File: src/rtl/dma_pkg.sv
// dma_pkg: constants shared by the DMA engine blocks.
package dma_pkg;

    localparam int DMA_BURST_BEATS = 8;
    localparam int DMA_BURST_BYTES = 32;
    localparam int DMA_FIFO_DEPTH  = 16;

endpackage

File: src/rtl/dma_fifo_ram.sv
// dma_fifo_ram: simple dual-port storage with a registered, read-enabled output.
module dma_fifo_ram #(
    parameter int DATA_WIDTH = 32,
    parameter int DEPTH      = 16
) (
    input  logic                     clk,
    input  logic                     rst,
    input  logic                     we,
    input  logic [$clog2(DEPTH)-1:0] waddr,
    input  logic [DATA_WIDTH-1:0]    wdata,
    input  logic                     re,
    input  logic [$clog2(DEPTH)-1:0] raddr,
    output logic [DATA_WIDTH-1:0]    rdata
);

    logic [DATA_WIDTH-1:0] mem [DEPTH];

    always_ff @(posedge clk)
        if (we) mem[waddr] <= wdata;

    always_ff @(posedge clk)
        if (rst) rdata <= '0;
        else if (re) rdata <= mem[raddr];

endmodule

File: src/rtl/dma_data_fifo.sv
// dma_data_fifo: synchronous data FIFO between the DMA read and write paths.
// Define DMA_FIFO_ERR_EN to add sticky fifo_overflow/fifo_underflow outputs.
module dma_data_fifo
    import dma_pkg::*;
#(
    parameter int DATA_WIDTH = 32,
    parameter int DEPTH      = DMA_FIFO_DEPTH
) (
    input  logic                   clk,
    input  logic                   rst,
    input  logic                   clr,
    input  logic                   fifo_wen,
    input  logic [DATA_WIDTH-1:0]  fifo_wdata,
    input  logic                   fifo_rden,
    output logic [DATA_WIDTH-1:0]  fifo_rdata,
    output logic                   fifo_is_empty,
    output logic                   fifo_is_full,
`ifdef DMA_FIFO_ERR_EN
    output logic                   fifo_overflow,
    output logic                   fifo_underflow,
`endif
    output logic [$clog2(DEPTH):0] fifo_count
);

    localparam int AW = $clog2(DEPTH);

    logic [AW:0] wptr, rptr;
    logic        wr_ok, rd_ok;

    // Flags come only from registered pointers; requests never bypass them.
    assign fifo_count    = wptr - rptr;
    assign fifo_is_empty = wptr == rptr;
    assign fifo_is_full  = (wptr[AW] != rptr[AW]) && (wptr[AW-1:0] == rptr[AW-1:0]);
    assign wr_ok         = fifo_wen && !fifo_is_full && !clr && !rst;
    assign rd_ok         = fifo_rden && !fifo_is_empty && !clr && !rst;

    always_ff @(posedge clk)
        if (rst || clr) begin
            wptr <= '0;
            rptr <= '0;
        end else begin
            if (wr_ok) wptr <= wptr + 1'b1;
            if (rd_ok) rptr <= rptr + 1'b1;
        end

    dma_fifo_ram #(.DATA_WIDTH(DATA_WIDTH), .DEPTH(DEPTH)) u_ram (
        .clk   (clk),
        .rst   (rst),
        .we    (wr_ok),
        .waddr (wptr[AW-1:0]),
        .wdata (fifo_wdata),
        .re    (rd_ok),
        .raddr (rptr[AW-1:0]),
        .rdata (fifo_rdata)
    );

`ifdef DMA_FIFO_ERR_EN
    always_ff @(posedge clk)
        if (rst || clr) begin
            fifo_overflow  <= 1'b0;
            fifo_underflow <= 1'b0;
        end else begin
            if (fifo_wen && fifo_is_full) fifo_overflow <= 1'b1;
            if (fifo_rden && fifo_is_empty) fifo_underflow <= 1'b1;
        end
`endif

endmodule

File: config.mk
export PLATFORM = sky130hd
export DESIGN_NAME = dma_data_fifo
export DESIGN_NICKNAME = d
export VERILOG_FILES = /design/src/rtl/dma_pkg.sv /design/src/rtl/dma_fifo_ram.sv /design/src/rtl/dma_data_fifo.sv
export SDC_FILE = /design/constraint.sdc
export NUM_CORES = 1
export LEC_CHECK = 0
export CAP_MARGIN = 40
export CORE_ASPECT_RATIO = 1.75
export CORE_UTILIZATION = 35
export CTS_BUF_LIST = sky130_fd_sc_hd__clkbuf_8
export CTS_CLUSTER_SIZE = 16
export DETAILED_ROUTE_END_ITERATION = 6
export DONT_BUFFER_PORTS = 1
export GPL_TIMING_DRIVEN = 0
export PLACE_DENSITY_LB_ADDON = 0.2
export SKIP_CTS_REPAIR_TIMING = 1
export SLEW_MARGIN = 15
export SYNTH_ARGS = -nofsm -noshare
export SYNTH_HDL_FRONTEND = slang
export SYNTH_SLANG_ARGS = --single-unit
File: constraint.sdc
create_clock -name clk -period 6.69 [get_ports clk]
set_clock_uncertainty 0.15 [all_clocks]
set_input_delay 1.0035 -clock clk [delete_from_list [all_inputs] [get_ports clk]]
set_output_delay 1.0035 -clock clk [all_outputs]
set_load 0.02 [all_outputs]
==> metrics.yaml <==
syn_inst: 980
layout_setup_ws_ps: 2120
clk_latency_ps: 660
cts-root-buf: "clkbuf_8"
nets: 1163
die_height_um: 326.9
hold_ws_ps: 286.5
utilization: 0.4144
seqCellArea_mm2: 0.01622
grt_max_degree: 20
first_pass_iters: 4
num_vias: 10030
ir_drop_mv: 0.1170
gp_congestion: 0.7142
grt_pass1_wl_um: 73970
drt-wirelength-per-cell_um: 25.81
syn_nets: 1027
maxCapViolations: 0
io_buffers: 0
antenna_found_initial: 1
synth-seq-cells: 554
clockBufferDepth: 3
row_count: 118
total_leakage_power_nw: 7.828
io_pins: 76
hold_class: "in -> reg"
dp_hpwl_um: 34750
drt-vias-per-instance: 5.110
worstSetupPathType: "reg -> reg"
min_path_cells: 0
setup_violations: 0
final_hold_viol_count: 0
grt_pass1_vias: 10790
crit_arrival_ps: 4760
fin_crit_ps: 4570
synth_area_leaders: "edfxtp_1 73%, mux4_2 14%, dfxtp_1 4.0%"
avgSynthCellArea_um2: 21.54
ys_types: 34
worstMarginPinSlew_ps: 904.3
die_area_mm2: 0.06134
yosysSeqAreaShare: 0.7681
power_per_cell_area_mw_per_mm2: 266.5
grt_overflow: 0
synth.cell_area_mm2: 0.02111
place_inst: 1812
start_util: 0.3557
synth_top_area_share: 0.7283
drt_iter0_markers: 621
htreeDepth: 3
die_w_um: 187.7
ys_warn_count: 0
core_area_mm2: 0.05935
fin_cells: 1963
r2r_cells: 12
multi_input_area_mm2: 0.004723
cp-start-kind: "register"
dp_slack_ps: 2133
drtAntennaViolNets: 0
placed_area_mm2: 0.02297
track_usage: 0.1697
reg2reg_setup_slack_ps: 2120
cts_sinks: 554
post-route-period-util: 0.6830
cp_max_fo: 10
cp-end-kind: "register"
fill_cells: 5235
rsz0062_at_grt: "no"
stdcell_area_mm2: 0.02460
maxSlewViolCount: 0
cts_tree: "built"
finalPower_mw: 6.554
area_delta_synth_final_pct: 16.51
status: "finished clean"
drive_gt1_frac: 0.2800
setup_tns_ps: 0
slew_headroom: 0.3972
wl_um: 50660
clock.fmax_ghz: 0.2188
drc: 0
synth_area_leader_cell: "edfxtp_1"
cp_data_required_time_ps: 6880
clk_pin_slew_worst_paths_ps: 70
cts_made_buffers: 80
-- path summary, 6_finish.rpt --
path | startpoint | to
setup / recovery | rptr[1] | u_ram.mem[1][24]
hold / removal | fifo_wdata[1] | u_ram.mem[11][1]
setup reg to reg | rptr[1] | u_ram.mem[1][24]
hold reg to reg | rptr[3] | rptr[3]
-- power by group --
group          leakage (nW)  total [mW]  internal [mW]  switching [mW]
combinational          1.98      0.0717         0.0282          0.0434
sequential             4.95        3.80           3.79          0.0117
clock                 0.902        2.68           1.39            1.29
-- layout make-up --
class                   instances  share of cell area
flip-flops and latches        554              0.6593
multi-input cells             370              0.1920
clock buffers                  93             0.05204
well taps                     780             0.03968
repair buffers                 54             0.03235
clock inverters                55             0.01307
plain buffers                  49             0.01038
inverters                       7            0.001068
diodes                          1           0.0001017
-- kinds of logic after synthesis --
family	Yosys count	synth area share
and+or+nand+nor	106	0.02069
AOI/OAI and AO/OA	51	0.01968
DFF	554	0.7681
xor gates and xnor gates	10	0.004504
buffers and inverters	56	0.01334
adders and majority gates	10	0.006283
muxes	193	0.1674
-- synth_stat cells, drive strengths merged --
master	instances
a211o	32
a21o	2
a21oi	5
and3	2
buf	31
clkbuf	18
dfxtp	42
edfxtp	512
fa	1
ha	9
inv	7
mux2i	65
mux4	128
nand2	5
nand2b	2
nand3	4
nand4	1
nor2	85
nor3	4
o2111ai	3
o211ai	3
o21a	1
o21ai	2
o21ba	1
o31ai	2
or2	1
or4	2
xnor2	5
xor2	5
-- cells in the final DEF (no fill, tap or decap), types with 4 or more instances in the layout --
master / n
edfxtp_1: 512
mux4_2: 128
clkbuf_8: 93
nor2_1: 73
mux2i_1: 65
dfxtp_1: 42
inv_1: 33
a211o_1: 32
buf_4: 23
buf_6: 21
clkbuf_1: 18
clkinv_1: 16
buf_2: 12
nor2_4: 12
buf_16: 12
buf_1: 9
ha_1: 9
buf_12: 6
xnor2_1: 5
a21oi_1: 5
nand2_1: 5
xor2_1: 4
nand3_1: 4
nor3_2: 4
clkinvlp_4: 4
-- worst max-delay path, cell delays in order (launching register included) --
cell and delay [ps]:
dfxtp_1 350, clkbuf_1 290, buf_6 230, buf_2 370, inv_1 190, ha_1 370, nand4_2 240, o21a_1 270
nand3_1 320, nor3_2 780, buf_4 310, buf_4 170, buf_4 200
-- registers in the layout (all words and copies together) (netlist names) --
| register | count |
|---|---|
| u_ram.rdata | 32 |
| rptr | 5 |
| wptr | 5 |
| u_ram.mem | 512 |
-- per-layer routing --
layer / track usage / wire, um / up-vias
met5: 0 / 0 / -
met4: 0.05479 / 933 / 0
met3: 0.03782 / 2473 / 64
met2: 0.3258 / 28740 / 209
met1: 0.1810 / 18510 / 5423
li1: - / - / 4334
Note: power is estimated with default switching activity, not from simulation.
